`config.mk`:
```
export PLATFORM = sky130hd
export DESIGN_NAME = uart_tx_arbiter
export DESIGN_NICKNAME = d
export VERILOG_FILES = /design/src/rtl/uart_tx_arbiter.sv
export SDC_FILE = /design/constraint.sdc
export NUM_CORES = 1
export LEC_CHECK = 0
export CAP_MARGIN = 20
export CORE_ASPECT_RATIO = 1.4
export CORE_MARGIN = 5
export CORE_UTILIZATION = 50
export CTS_CLUSTER_DIAMETER = 100
export CTS_CLUSTER_SIZE = 30
export DETAILED_ROUTE_END_ITERATION = 12
export PLACE_DENSITY = 0.81
export SETUP_SLACK_MARGIN = 0.2
export SYNTH_ARGS = -nofsm -noshare
export SYNTH_HDL_FRONTEND = slang
export SYNTH_SLANG_ARGS = --single-unit
```
`constraint.sdc`:
```
create_clock -name clk -period 3.6 [get_ports clk]
set_clock_uncertainty 0.1 [all_clocks]
set_input_delay 0.9 -clock clk [delete_from_list [all_inputs] [get_ports clk]]
set_output_delay 0.9 -clock clk [all_outputs]
set_load 0.02 [all_outputs]
```
`src/rtl/uart_tx_arbiter.sv`:
```
`timescale 1ns/1ps
// ----------------------------------------------------------------------------
// uart_tx_arbiter
//
// Shares one UART transmitter between NUM_REQ byte-stream requesters. A
// round-robin arbiter picks one requester per packet. The grant stays with
// that requester until its last byte has been accepted by the transmit
// buffer. Bytes go to the transmitter through the Data_in / TBR_en /
// TBR_Valid handshake.
//
// Ports:
//   clk          system clock, rising edge
//   reset        asynchronous active-low reset (0 = reset)
//   req_valid    per requester: a byte is presented
//   req_data     per requester byte, requester i in bits [8i+7:8i]
//   req_last     per requester: presented byte ends the packet
//   req_ack      per requester one-cycle pulse: byte was taken
//   tbr_valid    transmitter buffer full (TBR_Valid)
//   tbr_data     byte to transmitter Data_in
//   tbr_en       one-cycle load strobe to transmitter TBR_en
//   grant        one-hot current owner, zero when idle
//   busy         an owner exists
//   timeout_err  one-cycle pulse when an idle owner loses its grant
// ----------------------------------------------------------------------------
module uart_tx_arbiter #(
    parameter int NUM_REQ = 4,
    parameter int TIMEOUT = 1024,
    parameter int TO_W    = 16
) (
    input  logic                 clk,
    input  logic                 reset,
    input  logic [NUM_REQ-1:0]   req_valid,
    input  logic [8*NUM_REQ-1:0] req_data,
    input  logic [NUM_REQ-1:0]   req_last,
    output logic [NUM_REQ-1:0]   req_ack,
    input  logic                 tbr_valid,
    output logic [7:0]           tbr_data,
    output logic                 tbr_en,
    output logic [NUM_REQ-1:0]   grant,
    output logic                 busy,
    output logic                 timeout_err
);

    localparam int IDX_W = (NUM_REQ > 1) ? $clog2(NUM_REQ) : 1;

    typedef enum logic [1:0] {
        ARB,
        CONFIRM,
        HOLD
    } state_t;

    state_t             state, state_next;
    logic [IDX_W-1:0]   owner, owner_next;
    logic [IDX_W-1:0]   last_owner, last_owner_next;
    logic               last_flag, last_flag_next;
    logic [TO_W-1:0]    counter, counter_next;

    logic [NUM_REQ-1:0] req_ack_next;
    logic [7:0]         tbr_data_next;
    logic               tbr_en_next;
    logic [NUM_REQ-1:0] grant_next;
    logic               busy_next;
    logic               timeout_err_next;

    logic               issue;
    logic [IDX_W-1:0]   issue_idx;
    logic [IDX_W-1:0]   rr_winner;

    // Round-robin search starting just after the previous owner, so the
    // requester that finished most recently is considered last.
    function automatic logic [IDX_W-1:0] rr_pick(
        input logic [NUM_REQ-1:0] valid,
        input logic [IDX_W-1:0]   last
    );
        logic [IDX_W-1:0] cand;
        logic [IDX_W-1:0] pick;
        logic             found;
        cand  = last;
        pick  = last;
        found = 1'b0;
        for (int k = 0; k < NUM_REQ; k++) begin
            if (cand == IDX_W'(NUM_REQ - 1))
                cand = '0;
            else
                cand = cand + IDX_W'(1);
            if (!found && valid[cand]) begin
                pick  = cand;
                found = 1'b1;
            end
        end
        return pick;
    endfunction

    assign rr_winner = rr_pick(req_valid, last_owner);

    // Next-state and next-output logic. Every output is computed here and
    // registered below, so outputs never depend combinationally on inputs.
    always_comb begin
        state_next       = state;
        owner_next       = owner;
        last_owner_next  = last_owner;
        last_flag_next   = last_flag;
        counter_next     = counter;
        req_ack_next     = '0;
        tbr_data_next    = tbr_data;
        tbr_en_next      = 1'b0;
        grant_next       = grant;
        timeout_err_next = 1'b0;
        issue            = 1'b0;
        issue_idx        = owner;

        case (state)
            ARB: begin
                if (!tbr_valid && (|req_valid)) begin
                    issue     = 1'b1;
                    issue_idx = rr_winner;
                end
            end
            CONFIRM: begin
                // No further load until the transmitter has shown it took
                // the byte; TBR_Valid can lag the load strobe by a cycle.
                if (tbr_valid) begin
                    if (last_flag) begin
                        grant_next      = '0;
                        last_owner_next = owner;
                        state_next      = ARB;
                    end else begin
                        state_next = HOLD;
                    end
                end
            end
            HOLD: begin
                // Only the owner is served. A waiting owner under
                // backpressure keeps the counter frozen; only an owner with
                // nothing to send runs the timeout.
                if (req_valid[owner]) begin
                    if (!tbr_valid) begin
                        issue     = 1'b1;
                        issue_idx = owner;
                    end
                end else if (counter == TO_W'(TIMEOUT - 1)) begin
                    timeout_err_next = 1'b1;
                    grant_next       = '0;
                    last_owner_next  = owner;
                    state_next       = ARB;
                end else begin
                    counter_next = counter + TO_W'(1);
                end
            end
            default: begin
                state_next = ARB;
            end
        endcase

        if (issue) begin
            tbr_data_next           = req_data[{issue_idx, 3'b000} +: 8];
            tbr_en_next             = 1'b1;
            req_ack_next[issue_idx] = 1'b1;
            grant_next              = '0;
            grant_next[issue_idx]   = 1'b1;
            owner_next              = issue_idx;
            last_flag_next          = req_last[issue_idx];
            counter_next            = '0;
            state_next              = CONFIRM;
        end

        busy_next = |grant_next;
    end

    // State and output registers. Reset drops any packet in flight without
    // raising timeout_err.
    always_ff @(posedge clk or negedge reset) begin
        if (!reset) begin
            state       <= ARB;
            owner       <= '0;
            last_owner  <= IDX_W'(NUM_REQ - 1);
            last_flag   <= 1'b0;
            counter     <= '0;
            req_ack     <= '0;
            tbr_data    <= '0;
            tbr_en      <= 1'b0;
            grant       <= '0;
            busy        <= 1'b0;
            timeout_err <= 1'b0;
        end else begin
            state       <= state_next;
            owner       <= owner_next;
            last_owner  <= last_owner_next;
            last_flag   <= last_flag_next;
            counter     <= counter_next;
            req_ack     <= req_ack_next;
            tbr_data    <= tbr_data_next;
            tbr_en      <= tbr_en_next;
            grant       <= grant_next;
            busy        <= busy_next;
            timeout_err <= timeout_err_next;
        end
    end

endmodule

```
==> flow_metrics.py, run 1 <==
metrics = {
    "status": {
        "status": "finished clean",
    },
    "synth": {
        "synthArstFlopShare_pct": 100,
        "synth.distinct_cells": 63,
        "synth_top_cell_area_share_pct": 36.7,
        "syn-instance-count": 278,
        "yosysSeqAreaShare_pct": 38.7,
        "ys.flop_type": "sky130_fd_sc_hd__dfrtp_1",
        "netlist_area_um2": 2720,
        "yosysWarnings": 0,
        "postSynthNetCount": 326,
        "synth_area_leader_cell": "sky130_fd_sc_hd__dfrtp_1",
        "synth-edff-count": 0,
        "yosys_register_bits": 42,
        "postSynthAreaPerCell_um2": 9.80,
        "post_synth_main_area_contributors": "sky130_fd_sc_hd__dfrtp_1 37%, sky130_fd_sc_hd__mux2i_1 4.0%, sky130_fd_sc_hd__nor2_1 3.4%",
    },
    "setup_path": {
        "rr_worst_depth": 8,
        "crit_path_end_kind": "flip-flop",
        "critical_path.startpoint_type": "flip-flop",
        "worst_path_largest_cell_delay_ps": 640,
        "timing.critical_path.max_delay_family": "compound AO/OA/AOI/OAI gates",
        "cp_data_required_time_ps": 3690,
        "timing.critical_path.fanout_max": 14,
        "crit_chain": "ha_1 > or3b_1 > a2111o_1 > o21ai_4 > a21oi_4 > buf_4 > mux2i_1 > a222oi_1",
        "slowest_stage_cell_on_the_critical_path": "sky130_fd_sc_hd__dfstp_2",
        "critical_path_class": "flip-flop to flip-flop",
        "worstPathArrival_ps": 3330,
        "worst-path-buf-inv": 1,
        "cp_num_cells": 8,
    },
    "cts": {
        "max-clock-path-buffers": 2,
        "clk_transition_reported_paths_ps": 80,
        "cts_repair_resize_count": 0,
        "clock-root-buffer": "sky130_fd_sc_hd__clkbuf_8",
        "numClockSinks": 42,
        "cts_tree": "done",
        "htree_levels": 2,
        "insertion_delay_ps": 290,
        "post_cts_buffers": 0,
        "cts_inserted_buffers": 5,
    },
    "place": {
        "gp_congestion": 0.913,
        "post-dp-hpwl_um": 5520,
        "buffer_ports.inserted": 61,
        "placement.cell_area_um2": 3460,
    },
    "pwr": {
        "ir_drop_mv": 0.390,
        "power_leakage_nw": 1.46,
        "power.total_w": 0.00249,
        "p_per_area_nw_per_um2": 701,
    },
    "global_routing": {
        "grt_first_pass_wirelength_um": 11600,
        "track_usage_pct": 20.3,
        "grt_antenna_before_repair": 0,
        "globalRouteOverflowTotal": 0,
        "grt_max_degree": 43,
        "first_global_vias": 2412,
    },
    "sta": {
        "tightestPinTransition_ps": 916,
        "min_period_over_period_pct": 90.0,
        "fin_setup_tns_ps": 0,
        "time_the_worst_path_needs_with_i_o_delays_and_setup_ps": 3240,
        "finalSetupViolations": 0,
        "fmax_mhz": 309,
        "slew_headroom_pct": 38.9,
        "count_of_pins_over_their_slew_limit": 0,
        "grt_setup_unrepaired": "true",
        "finalHoldViolCount": 0,
    },
    "routing": {
        "detail-route-antenna-nets": 0,
        "vias": 2453,
        "detailedRoute.firstIterationViolations": 130,
        "avgRoutedWirePerCell_um": 16.8,
        "drc": 0,
        "drt-total-wl_um": 6980,
        "via_per_inst": 5.93,
        "first_pass_iters": 4,
    },
    "cells_and_area": {
        "nets": 395,
        "area_growth_pct": 30.4,
        "layout.cell_area.non_filler_um2": 3550,
        "layout-drive-gt1-share_pct": 17.0,
        "antennaDiodeCount": 0,
    },
    "floorplan": {
        "initial_utilization_pct": 52.0,
        "design.core.area_um2": 5240,
        "row_count": 31,
        "die_h_um": 97.3,
        "chipWidth_um": 72.4,
        "die_area_um2": 7040,
        "io_pins": 62,
    },
    "job": {
        "drv_cap": 0,
    },
    "worst_hold_path": {
        "hold_path_class": "flip-flop to flip-flop",
        "hold-path-cell-count": 1,
    },
}
-- flip-flops by register name, summed over array words and instances, names as in the netlist --
| register | count |
|---|---|
| busy | 1 |
| counter | 16 |
| tbr_en | 1 |
| state | 2 |
| req_ack | 4 |
| owner | 2 |
| timeout_err | 1 |
| tbr_data | 8 |
| last_owner | 2 |
| last_flag | 1 |
| grant | 4 |
-- metal layers --
| layer | global-route usage (%) | vias up | routed length, um |
|---|---|---|---|
| met5 | 0 | - | 0 |
| met4 | 6.25 | 0 | 127 |
| met3 | 2.80 | 9 | 286 |
| met2 | 36.6 | 65 | 3810 |
| met1 | 24.4 | 1216 | 2750 |
| li1 | - | 1163 | - |
-- what timing repair did --
item,4_1_cts,5_1_grt
hold buffers,0,0
setup endpoints to repair,0,1
hold endpoints to repair,0,0
-- synthesized netlist by cell type, types with 2 or more instances --
library cell               number
sky130_fd_sc_hd__and2_1         3
sky130_fd_sc_hd__buf_2          9
sky130_fd_sc_hd__a22oi_1        2
sky130_fd_sc_hd__mux2i_1       11
sky130_fd_sc_hd__a221oi_1       8
sky130_fd_sc_hd__nor4_1         3
sky130_fd_sc_hd__or2_0          2
sky130_fd_sc_hd__nor2b_1        4
sky130_fd_sc_hd__o211ai_1       8
sky130_fd_sc_hd__nand4_1        3
sky130_fd_sc_hd__mux4_1         2
sky130_fd_sc_hd__ha_1           5
sky130_fd_sc_hd__or3_1          4
sky130_fd_sc_hd__clkbuf_1       5
sky130_fd_sc_hd__dfstp_2        2
sky130_fd_sc_hd__o221a_1        4
sky130_fd_sc_hd__nand3_1        8
sky130_fd_sc_hd__dfrtp_1       40
sky130_fd_sc_hd__and2_2         7
sky130_fd_sc_hd__xor2_1         6
sky130_fd_sc_hd__o21ai_0        9
sky130_fd_sc_hd__nor2_1        25
sky130_fd_sc_hd__mux2_2         6
sky130_fd_sc_hd__inv_1         14
sky130_fd_sc_hd__o221a_2        4
sky130_fd_sc_hd__nand2_1       18
sky130_fd_sc_hd__buf_1          2
sky130_fd_sc_hd__a21o_1         3
sky130_fd_sc_hd__a211o_1        2
sky130_fd_sc_hd__and3_1         2
sky130_fd_sc_hd__nor3_1         5
sky130_fd_sc_hd__or3b_1         2
sky130_fd_sc_hd__a21oi_1        9
sky130_fd_sc_hd__mux2_4         4
sky130_fd_sc_hd__xnor2_1        7
sky130_fd_sc_hd__o41ai_1        3
-- worst paths after layout --
check,end,slack [ps],startpoint
worst min-delay path,state[1],410,last_flag
worst max register to register,last_flag,360,last_owner[0]
max in group asynchronous,tbr_data[2],2190,reset
worst max-delay path,last_flag,360,last_owner[0]
worst min register to register,state[1],410,last_flag
min in group asynchronous,tbr_data[0],630,reset
-- power breakdown --
group | leakage (nW) | internal (W) | switching, W
Clock | 0.0452 | 0.000137 | 0.000157
Sequential | 0.540 | 0.000607 | 0.0000974
Combinational | 0.870 | 0.000699 | 0.000793
-- per-stage QoR --
| stage | hold WS (ps) | util (%) | setup WS (ps) | instances |
|---|---|---|---|---|
| finish | 413 | 67.8 | 361 | 414 |
| global route | 443 | 67.8 | 200 | 414 |
| CTS | 410 | 67.8 | 361 | 414 |
| global placement | 383 | 66.2 | 96.0 | 406 |
| detailed placement | 390 | 66.2 | 56.1 | 406 |
| floorplan | 360 | - | 554 | 278 |
-- layout by cell type, fill, tap and decap left out, types with 5 or more instances in the layout --
master and count:
sky130_fd_sc_hd__nand2_1 18, sky130_fd_sc_hd__dfrtp_1 40, sky130_fd_sc_hd__buf_4 19, sky130_fd_sc_hd__xnor2_1 7, sky130_fd_sc_hd__mux2i_1 11, sky130_fd_sc_hd__clkbuf_8 5
sky130_fd_sc_hd__o211ai_1 8, sky130_fd_sc_hd__mux2_2 6, sky130_fd_sc_hd__clkdlybuf4s50_1 60, sky130_fd_sc_hd__inv_1 14, sky130_fd_sc_hd__ha_1 5, sky130_fd_sc_hd__nor2_1 25
sky130_fd_sc_hd__xor2_1 6, sky130_fd_sc_hd__and2_2 7, sky130_fd_sc_hd__nor3_1 5, sky130_fd_sc_hd__a21oi_1 9, sky130_fd_sc_hd__nand3_1 8, sky130_fd_sc_hd__o21ai_0 9
sky130_fd_sc_hd__a221oi_1 8
-- logic make-up after synthesis --
family / Yosys count / synth area share (%)
muxes: 23 / 10.7
xor gates and xnor gates: 13 / 4.18
and+or+nand+nor: 93 / 17.9
adders and majority gates: 5 / 2.30
AOI/OAI and AO/OA: 70 / 21.1
DFF: 42 / 38.7
buffers and inverters: 32 / 5.24
-- area by class of cell --
| class | instances | area [um2] |
|---|---|---|
| Fill cell | 423 | 1690 |
| Clock inverter | 2 | 13.8 |
| Tap cell | 66 | 82.6 |
| Timing Repair Buffer | 80 | 748 |
| Sequential cell | 42 | 1050 |
| Clock buffer | 6 | 72.6 |
| Multi-Input combinational cell | 204 | 1530 |
| Inverter | 14 | 52.6 |
Note: power is estimated with default switching activity, not from simulation.
==> run 2: changes to the inputs <==
- TNS_END_PERCENT: unset -> 5
==> results of run 2 <==
Same layout as run 1: the final DEF is identical, and so are final timing and power.
==> run 3: changes to the inputs <==
- REMOVE_ABC_BUFFERS: unset -> 1
==> run 3 against run 2 <==
Compared with the run above:
- critical path depth is 2 higher
- largest power group unchanged
- utilization is 1.8 points higher
- non-clock buffer count is 2 higher
- highest routed layer unchanged
==> flow_metrics.py, run 3 (synthesis gave the netlist of run 1 again) <==
metrics = {
    "cells_and_area": {
        "regMostFlops": "counter",
        "final_common_cell": "sky130_fd_sc_hd__clkdlybuf4s50_1",
        "registers_with_the_most_flip_flops": "counter x16, tbr_data x8",
        "antennaDiodeCount": 0,
        "mostFrequentLayoutCells": "60 x sky130_fd_sc_hd__clkdlybuf4s50_1, 40 x sky130_fd_sc_hd__dfrtp_1, 25 x sky130_fd_sc_hd__nor2_1",
        "largest_reg_flops": 16,
        "fill_cells": 406,
        "layout.cell_area.non_filler_um2": 3640,
        "area_growth_pct": 33.8,
        "nets": 397,
        "final_core_util_pct": 69.6,
        "layout-drive-gt1-share_pct": 17.7,
    },
    "floorplan": {
        "chipWidth_um": 72.4,
        "initial_utilization_pct": 52.0,
        "design.core.area_um2": 5240,
        "die_h_um": 97.3,
        "io_pins": 62,
        "die_area_um2": 7040,
        "row_count": 31,
    },
    "routing": {
        "first_pass_iters": 5,
        "detailedRoute.firstIterationViolations": 156,
        "via_per_inst": 5.80,
        "drt-total-wl_um": 6900,
        "avgRoutedWirePerCell_um": 16.6,
        "vias": 2414,
        "detail-route-antenna-nets": 0,
        "drc": 0,
    },
    "cts": {
        "cts_hold_repair.buffers": 0,
        "clock-root-buffer": "sky130_fd_sc_hd__clkbuf_8",
        "numClockSinks": 42,
        "htree_levels": 2,
        "cts_inserted_buffers": 5,
        "cts_tree": "done",
        "max-clock-path-buffers": 2,
        "clk_transition_reported_paths_ps": 80,
        "insertion_delay_ps": 300,
    },
    "global_routing": {
        "globalRouteOverflowTotal": 0,
        "track_usage_pct": 20.6,
        "first_global_vias": 2509,
        "grt_first_pass_wirelength_um": 11700,
        "grt_antenna_before_repair": 0,
        "grt_max_degree": 43,
    },
    "pwr": {
        "ir_drop_mv": 0.421,
        "power_switching_share_pct": 40.7,
        "seq_power_share_pct": 26.9,
        "power.clock.fraction_pct": 14.2,
        "p_sw_w": 0.00107,
        "p_per_area_nw_per_um2": 723,
        "power_leakage_nw": 1.48,
        "comb_power_share_pct": 59.0,
        "intPower_w": 0.00156,
    },
    "job": {
        "drv_cap": 0,
    },
    "sta": {
        "slew_headroom_pct": 39.5,
        "grt_setup_unrepaired": "true",
        "time_the_worst_path_needs_with_i_o_delays_and_setup_ps": 3340,
        "fin_setup_tns_ps": 0,
        "min_period_over_period_pct": 92.8,
        "count_of_pins_over_their_slew_limit": 0,
        "fmax_mhz": 299,
        "holdWs_ps": 402,
        "finalHoldViolCount": 0,
        "final_critical_path_setup_slack_ps": 260,
        "finalSetupViolations": 0,
        "tightestPinTransition_ps": 907,
    },
    "worst_hold_path": {
        "hold_path_class": "flip-flop to flip-flop",
        "hp-start": "last_flag",
        "hold-path-cell-count": 1,
        "hold-path-endpoint": "state[1]",
    },
    "place": {
        "gp_congestion": 0.887,
        "pre_cts_slack_ps": -40.1,
        "placement.cell_area_um2": 3520,
        "post-dp-hpwl_um": 5250,
        "buffer_ports.inserted": 61,
    },
    "setup_path": {
        "rr_worst_depth": 9,
        "critical_path_class": "input port to flip-flop",
        "cp_data_required_time_ps": 3710,
        "crit_path_end_kind": "flip-flop",
        "slowest_stage_cell_on_the_critical_path": "sky130_fd_sc_hd__nor2_1",
        "crit_chain": "clkdlybuf4s50_1 > buf_12 > nor3b_1 > a22oi_1 > o41ai_1 > buf_4 > a21oi_1 > nor2_1 > nand2_1 > o21ai_0",
        "worstReg2RegStart": "last_owner[0]",
        "timing.critical_path.fanout_max": 13,
        "worstPathArrival_ps": 3450,
        "critical_path.startpoint_type": "input port",
        "r2r_slack_ps": 440,
        "worst_path_largest_cell_delay_ps": 550,
        "r2r-end": "grant[3]",
    },
    "status": {
        "status": "finished clean",
    },
}
[run 3: worst max path at each step]
| stage | startpoint | to |
|---|---|---|
| finish | req_valid[2] | grant[3] |
| floorplan | req_valid[2] | counter[14] |
| detailed placement | req_valid[2] | grant[2] |
| global route | req_valid[2] | grant[2] |
| global placement | req_valid[2] | tbr_data[2] |
| CTS | req_valid[1] | counter[13] |
[run 3: layout make-up]
cell class	count	area (um2)	share of cell area [%]
multi-input combinational	204	1540	42.3
sequential	42	1050	28.9
timing repair buffer	82	801	22.0
tap	66	82.6	2.27
clock buffer	5	68.8	1.89
inverter	14	52.6	1.44
clock inverter	3	45.0	1.24
[run 3: through the flow]
stage	cells	power, W
4_1_cts	416	0.00264
2_1_floorplan	260	0.00164
3_5_place_dp	408	0.00226
3_3_place_gp	408	0.00224
6_report	416	0.00263
5_1_grt	416	0.00280
[run 3: metal layers]
metal	vias to the layer above	GRT usage, %	share of wire, %
met3	8	2.59	4.6
li1	1172	-	-
met1	1164	25.3	41
met2	70	36.5	53
met5	-	0	0
met4	0	6.53	1.3
[run 3: critical path: cells and delay by family]
kind                   cells  cell delay, ps
AND/OR/NAND/NOR            3            1030
buffers and inverters      3             850
AO/OA/AOI/OAI              4             670
[run 3: power by group through the flow]
stage	registers (W)	logic, W	clock network, W
floorplan	0.000791	0.000850	0
global placement	0.000713	0.00153	0
detailed placement	0.000710	0.00155	0
CTS	0.000706	0.00155	0.000382
global route	0.000721	0.00168	0.000399
finish	0.000708	0.00155	0.000373
[run 3: what timing repair did]
| action | in CTS | in global routing |
|---|---|---|
| resized for setup | 0 | 1 |
| setup endpoints to repair | 0 | 7 |
| setup buffers | 0 | 0 |
